$ cat src/rtl/bnn_sequencer.sv
// Layer-job sequencer that drives INI/ACC/POOL/NORM commands into a binary NN datapath.
// Optional BNN_SEQ_PERF_EN adds stall_cnt_o, a saturating count of ACC-state stall cycles.
module bnn_sequencer #(
  parameter int unsigned DRAIN_CYC = 3
) (
  input  logic        clk,
  input  logic        rst,
  input  logic        start_i,
  input  logic [7:0]  acc_len_i,
  input  logic [3:0]  pool_len_i,
  input  logic [15:0] base_addr_i,
  input  logic [15:0] norm_addr_i,
  input  logic        in_valid_i,
  output logic        in_ready_o,
  input  logic [31:0] in_data_i,
  output logic        bnn_en_o,
  output logic [2:0]  bnn_operator_o,
  output logic [31:0] bnn_addr_o,
  output logic [31:0] bnn_data_o,
  input  logic [31:0] bnn_result_i,
  output logic        busy_o,
  output logic        done_o,
  output logic        error_o,
`ifdef BNN_SEQ_PERF_EN
  output logic [15:0] stall_cnt_o,
`endif
  output logic [31:0] result_o
);

  localparam int unsigned AccW   = 8;
  localparam int unsigned PoolW  = 4;
  localparam int unsigned AddrW  = 16;
  localparam int unsigned DataW  = 32;
  localparam int unsigned DrainW = (DRAIN_CYC > 1) ? $clog2(DRAIN_CYC) : 1;

  typedef enum logic [2:0] {
    OP_INI  = 3'd0,
    OP_ACC  = 3'd1,
    OP_POOL = 3'd2,
    OP_NORM = 3'd3,
    OP_IDLE = 3'd7
  } op_e;

  typedef enum logic [2:0] {
    S_IDLE, S_INI, S_ACC, S_POOL, S_NORM, S_DRAIN, S_DONE
  } state_e;

  typedef struct packed {
    logic             en;
    op_e              op;
    logic [AddrW-1:0] addr;
    logic [DataW-1:0] data;
  } cmd_t;

  localparam cmd_t CmdIdle = '{en: 1'b0, op: OP_IDLE, addr: '0, data: '0};

  state_e            state_q, state_d;
  cmd_t              cmd_q, cmd_d;
  logic [AccW-1:0]   acc_len_q, acc_len_d, acc_cnt_q, acc_cnt_d;
  logic [PoolW-1:0]  pool_len_q, pool_len_d, pool_cnt_q, pool_cnt_d;
  logic [AddrW-1:0]  addr_q, addr_d, norm_addr_q, norm_addr_d;
  logic [DrainW-1:0] drain_cnt_q, drain_cnt_d;
  logic [DataW-1:0]  result_q, result_d;
  logic              busy_q, busy_d, done_q, done_d, error_q, error_d;
  logic              in_ready_q, in_ready_d;

  // Next-state and command generation; commands trail the state by one cycle.
  always_comb begin
    state_d     = state_q;
    cmd_d       = CmdIdle;
    acc_len_d   = acc_len_q;
    pool_len_d  = pool_len_q;
    norm_addr_d = norm_addr_q;
    addr_d      = addr_q;
    acc_cnt_d   = acc_cnt_q;
    pool_cnt_d  = pool_cnt_q;
    drain_cnt_d = drain_cnt_q;
    result_d    = result_q;
    done_d      = 1'b0;
    error_d     = 1'b0;

    case (state_q)
      S_IDLE: begin
        if (start_i) begin
          if ((acc_len_i != '0) && (pool_len_i != '0)) begin
            state_d     = S_INI;
            acc_len_d   = acc_len_i;
            pool_len_d  = pool_len_i;
            norm_addr_d = norm_addr_i;
            addr_d      = base_addr_i;
            acc_cnt_d   = '0;
            pool_cnt_d  = '0;
          end else begin
            done_d  = 1'b1;
            error_d = 1'b1;
          end
        end
      end
      S_INI: begin
        cmd_d.en   = 1'b1;
        cmd_d.op   = OP_INI;
        cmd_d.addr = addr_q;
        state_d    = S_ACC;
      end
      S_ACC: begin
        if (in_valid_i && in_ready_q) begin
          cmd_d.en   = 1'b1;
          cmd_d.op   = OP_ACC;
          cmd_d.addr = addr_q;
          cmd_d.data = in_data_i;
          addr_d     = addr_q + AddrW'(1);
          if (acc_cnt_q == acc_len_q - AccW'(1)) begin
            acc_cnt_d = '0;
            state_d   = S_POOL;
          end else begin
            acc_cnt_d = acc_cnt_q + AccW'(1);
          end
        end
      end
      S_POOL: begin
        cmd_d.en = 1'b1;
        cmd_d.op = OP_POOL;
        if (pool_cnt_q == pool_len_q - PoolW'(1)) begin
          pool_cnt_d = '0;
          state_d    = S_NORM;
        end else begin
          pool_cnt_d = pool_cnt_q + PoolW'(1);
          state_d    = S_ACC;
        end
      end
      S_NORM: begin
        cmd_d.en    = 1'b1;
        cmd_d.op    = OP_NORM;
        cmd_d.addr  = norm_addr_q;
        drain_cnt_d = '0;
        state_d     = S_DRAIN;
      end
      S_DRAIN: begin
        if (drain_cnt_q == DrainW'(DRAIN_CYC - 1)) begin
          result_d = bnn_result_i;
          state_d  = S_DONE;
        end else begin
          drain_cnt_d = drain_cnt_q + DrainW'(1);
        end
      end
      S_DONE: state_d = S_IDLE;
      default: state_d = S_IDLE;
    endcase

    if (state_d == S_DONE) done_d = 1'b1;
    busy_d     = (state_d != S_IDLE);
    in_ready_d = (state_d == S_ACC);
  end

  always_ff @(posedge clk) begin
    if (rst) begin
      state_q     <= S_IDLE;
      cmd_q       <= CmdIdle;
      acc_len_q   <= '0;
      pool_len_q  <= '0;
      norm_addr_q <= '0;
      addr_q      <= '0;
      acc_cnt_q   <= '0;
      pool_cnt_q  <= '0;
      drain_cnt_q <= '0;
      result_q    <= '0;
      busy_q      <= 1'b0;
      done_q      <= 1'b0;
      error_q     <= 1'b0;
      in_ready_q  <= 1'b0;
    end else begin
      state_q     <= state_d;
      cmd_q       <= cmd_d;
      acc_len_q   <= acc_len_d;
      pool_len_q  <= pool_len_d;
      norm_addr_q <= norm_addr_d;
      addr_q      <= addr_d;
      acc_cnt_q   <= acc_cnt_d;
      pool_cnt_q  <= pool_cnt_d;
      drain_cnt_q <= drain_cnt_d;
      result_q    <= result_d;
      busy_q      <= busy_d;
      done_q      <= done_d;
      error_q     <= error_d;
      in_ready_q  <= in_ready_d;
    end
  end

`ifdef BNN_SEQ_PERF_EN
  logic        start_ok_c;
  logic [15:0] stall_cnt_q;

  assign start_ok_c = (state_q == S_IDLE) && start_i && (acc_len_i != '0) && (pool_len_i != '0);

  // Saturating count of ACC cycles without input data, restarted per accepted job.
  always_ff @(posedge clk) begin
    if (rst) begin
      stall_cnt_q <= '0;
    end else if (start_ok_c) begin
      stall_cnt_q <= '0;
    end else if ((state_q == S_ACC) && !in_valid_i && (stall_cnt_q != 16'hFFFF)) begin
      stall_cnt_q <= stall_cnt_q + 16'd1;
    end
  end

  assign stall_cnt_o = stall_cnt_q;
`endif

  assign bnn_en_o       = cmd_q.en;
  assign bnn_operator_o = cmd_q.op;
  assign bnn_addr_o     = {16'h0000, cmd_q.addr};
  assign bnn_data_o     = cmd_q.data;
  assign in_ready_o     = in_ready_q;
  assign busy_o         = busy_q;
  assign done_o         = done_q;
  assign error_o        = error_q;
  assign result_o       = result_q;

endmodule
$ cat config.mk
export PLATFORM = sky130hd
export DESIGN_NAME = bnn_sequencer
export DESIGN_NICKNAME = d
export VERILOG_FILES = /design/src/rtl/bnn_sequencer.sv
export SDC_FILE = /design/constraint.sdc
export NUM_CORES = 1
export LEC_CHECK = 0
export ABC_AREA = 0
export CELL_PAD_IN_SITES_DETAIL_PLACEMENT = 1
export CELL_PAD_IN_SITES_GLOBAL_PLACEMENT = 2
export CORE_MARGIN = 2
export CORE_UTILIZATION = 25
export CTS_BUF_LIST = sky130_fd_sc_hd__clkbuf_16
export DETAILED_ROUTE_END_ITERATION = 10
export PLACE_DENSITY = 0.76
export SLEW_MARGIN = 20
export SYNTH_ARGS = -nofsm -noshare
export SYNTH_HDL_FRONTEND = slang
export SYNTH_SLANG_ARGS = --single-unit
$ cat constraint.sdc
create_clock -name clk -period 2.43 [get_ports clk]
set_clock_uncertainty 0.1 [all_clocks]
set_input_delay 0.486 -clock clk [delete_from_list [all_inputs] [get_ports clk]]
set_output_delay 0.486 -clock clk [all_outputs]
set_load 0.05 [all_outputs]
* Word-level counts from Yosys, hierarchy flattened
Cells that the tools add are included.
Operators by class: add/sub/neg operators 6, equality and inequality tests 14, muxes and demuxes 29, bitwise gates (word level) 2, reductions and logical operators 15
Operator list (count):
- 52-bit two-way mux | 1
- 16-bit two-way mux | 3
- 16-bit case mux with 3 select lines | 1
- 8-bit two-way mux | 4
- 16-bit case mux with 2 select lines | 1
- 3-bit two-way mux | 6
- 3-bit case mux with 6 select lines | 1
- 16-bit by 1-bit adder with 16-bit output, second input constant | 1
- 4-bit case mux with 4 select lines | 1
- 8-bit case mux with 2 select lines | 1
- 4-bit two-way mux | 3
- 3-bit by 2-bit equality test with 1-bit output, second input constant | 3
- 3-bit equality test, second input constant | 3
- 8-bit by 1-bit adder with 8-bit output, second input constant | 1
- 8-bit equality test | 1
- 2-bit != test, second input constant | 4
- 4-bit case mux with 2 select lines | 1
- 8-bit nonzero test | 1
- 8-bit by 1-bit subtractor with 8-bit output, second input constant | 1
- 3-bit AND reduction | 2
- 2-bit nonzero test | 3
- 4-bit by 1-bit adder with 4-bit output, second input constant | 1
- 4-bit equality test | 1
- 1-bit two-way mux | 4
- other kinds (14) | 17
Storage, ports and cells: register bits after elaboration 149

* Depth between registers and ports, before layout
depth after elaboration 7, depth in mapped cells 9

* Worst setup path before layout
OpenSTA, ideal clock, no wires.
path type input -> register, start point input acc_len_i[3], end point register addr_q[2], library setup time 0.128 ns, arrival 1.954 ns, slack 0.248 ns, stages 7, path buffers 1, cells stage by stage or4_1 -> o211a_2 -> nor2_4 -> buf_2 -> nor2_1 -> a21oi_1 -> nor2_1
On the way: longest elaborated chain between the ends 4
RTL lines:
- start, declared | line 9 | input logic [7:0] acc_len_i,
- 8-bit nonzero test | line 85 | if ((acc_len_i != '0) && (pool_len_i != '0)) begin
- 1-bit logical AND | line 85
- 2-bit != test (no source line)
- 4-bit AND reduction (no source line)
- end signal, assigned | line 177 | addr_q <= addr_d;
- end, declared | line 61 | logic [AddrW-1:0] addr_q, addr_d, norm_addr_q, norm_addr_d;
No other way between the ends. A chain may end at the register's enable or synchronous reset.

* Worst setup path after layout
start point input acc_len_i[3], end point register addr_q[10]
The elaborated chain is that of the path after synthesis.

==> impl_results.md <==
* Number of antenna violations at the first check in global routing at 1
* Most frequent cells in the layout: clkdlybuf4s50_1, nand2_1, dfxtp_1, a21oi_1, nor2_1
* RSZ-0062 raised after global routing: no
* Commonest non-fill, non-tap cell in the layout: clkdlybuf4s50_1
* Synthesized area at 0.00609 mm^2
* Req. time, crit path at 2.63 ns
* Pwr Density at 647 mW/mm^2
* Post-synthesis register bit count at 149
* CP delay by family, top: simple AND/OR/NAND/NOR gates
* DR DRC count at 0
* Worst hold path class: reg -> reg
* Multi-input gate area at 0.00282 mm^2
* Warnings, synthesis at 0
* Crit path max-delay cell type: or4_1
* Die W at 160 um
* Postcts setup bufs at 0
* Worst rel slew slack at 61.1%
* Die ar. at 0.0256 mm^2
* Hold-fix buffers, CTS at 0
* Fin. Hold Viols at 0
* Die Y at 160 um
* Row count at 57
* Worst setup path category: in -> reg
* Period utilisation layout at 95.5%
* Syn Inst Count at 725
* P&R area growth vs syn at 51.7%
* Post-synthesis cell type count at 64
* CP bufs+invs at 3
* Crit Path Max Fanout at 12
* Synth async-reset ratio at 0%
* Final setup viols at 0
* Leakage at 3.34 nW
* Post_cts resized at 0
* Starting density of the core at 25.3%
* Crit path largest cell delay at 0.60 ns
* Placed Instances at 1,250
* Sequential area share after synthesis at 49.0%
* DR WL/cell at 15.1 um
* IO Count at 216
* First-pass GRT wire length at 31,600 um
* CTS Buf Count at 17
* Clock sink count at 149
* Fin. max-slew vios at 0
* Post-layout minimum cycle time at 2.32 ns
* Total GRT Usage at 15.5%
* Fin util at 38.3%
* Vias at 5,676
* Outcome: completed
* Setup TNS at 0 ns
* Largest net degree at the start of global routing at 38
* Crit. End Element: flop
* Max cap viols at 0
* Core Box Area at 0.0241 mm^2
* Actual slew at the worst max-slew pin at 0.581 ns
* Vias in the first global route at 5,943
* Clock Latency Late Sink at 0.42 ns
* Grt ovf at 0
* Clock transition at path regs at 0.07 ns
* Detailed-placement wirelength estimate at 14,300 um
* Synthesized area per cell at 8.40 um^2
* Final Instance Count excl. Fillers at 1,283
* Layout cells sized above 1 at 10.4%
* Fmax at 431 MHz
* Initial drt markers at 218
* CTS Buffer Depth at 2
* Main flop type after synthesis: dfxtp_1
* Antenna-violating nets left at 0
* H-tree depth at 4
* Crit path DAT at 2.52 ns
* Post-synth EDFFs at 0
* Routed wire length at 19,400 um
* CP startpoint kind: primary input
* Clock Tree Root: clkbuf_16
* Nets at 1,063
* Via/cell ratio at 4.42
* Fillers at 2,844
* Register area at 0.00298 mm^2
* GPL Wtd Cong at 0.789
* CTS tree: built
* Port buffer count at 199
* VDD IR-drop max at 0.357 mV
* Cell Chain, Critical Path: clkdlybuf4s50_1 > or4_1 > buf_4 > o211a_2 > nor2_4 > buf_12 > a21oi_1 > o22ai_1 > nor2_1
* DRT Pass-1 Iters at 7
==> through the flow <==
step                      area, um^2  total power [mW]  hold slack, ns  setup WS (ns)
after global placement          8620              3.42           0.341         -0.334
after detailed placement        8620              3.43           0.348         -0.379
after floorplan                 6150              3.07           0.334          0.248
final                           9240              5.98           0.355          0.110
after global routing            9240              6.27           0.373         0.0220
after CTS                       9220              6.09           0.356         0.0677
==> report_power, final <==
group | switching [mW] | internal [mW]
clock | 1.23 | 1.38
combinational | 0.406 | 0.374
sequential | 0.0729 | 2.51
total | 1.71 | 4.26
==> worst min-delay path: cells and delay by family, from the launching register on <==
kind               cells  cell delay (ns)
DFF                    1             0.31
and+or+nand+nor        1             0.05
AOI/OAI and AO/OA      1             0.05
==> registers in the layout, summed over array words and instances, names as in the netlist, 4 cells and up <==
signal	flops
pool_len_q	4
addr_q	16
acc_len_q	8
norm_addr_q	16
result_o	32
acc_cnt_q	8
bnn_data_o	32
pool_cnt_q	4
bnn_addr_o	16
==> synth_stat cells (all sizes together), types with 8 or more instances <==
| cell | instances | share of area (%) |
|---|---|---|
| inv | 8 | 0.49 |
| clkbuf | 36 | 2.4 |
| dfxtp | 149 | 49 |
| nor3 | 12 | 1.1 |
| and2 | 36 | 3.7 |
| xnor2 | 18 | 2.6 |
| nand3 | 12 | 1.2 |
| a21oi | 90 | 7.4 |
| nor2 | 52 | 3.3 |
| nand2 | 150 | 9.2 |
| buf | 28 | 3.1 |
| a211oi | 10 | 1.2 |
| o21ai | 16 | 1.3 |
| a22oi | 18 | 2.2 |
| nand2b | 9 | 0.92 |
==> cell type report <==
class / instances / share of cell area (%)
Timing Repair Buffer: 250 / 26.0
Sequential cell: 149 / 32.3
Antenna cell: 1 / 0.0271
Inverter: 8 / 0.325
Clock inverter: 15 / 1.80
Multi-Input combinational cell: 519 / 30.5
Tap cell: 324 / 4.39
Clock buffer: 17 / 4.60
==> kinds of logic (layout without fill, tap and decap cells) <==
logic type	Yosys count	in the layout	synth area share (%)
AO/OA/AOI/OAI	163	163	15.9
XOR/XNOR	24	24	3.45
adder cells (fa/ha/maj)	6	6	1.23
buffers and inverters	72	290	6.02
flip-flops	149	149	49.0
multiplexers	1	1	0.164
other	1	17	0.0616
AND/OR/NAND/NOR	309	309	24.2
==> worst paths after layout <==
check | depth (start not counted) | slack (ns) | endpoint | start
setup / recovery | 9 | 0.11 | addr_q[10] | acc_len_i[3]
hold / removal | 2 | 0.36 | result_o[15] | result_o[15]
setup reg to reg | 6 | 0.25 | addr_q[15] | addr_q[8]
hold reg to reg | 2 | 0.36 | result_o[15] | result_o[15]
==> routing by layer <==
metal / track usage (%) / part of all wire, %
met1: 18.7 / 44
met2: 24.9 / 46
met5: 0 / 0.062
met4: 3.44 / 0.80
met3: 7.45 / 9.8
Note: power is estimated with default switching activity, not from simulation.
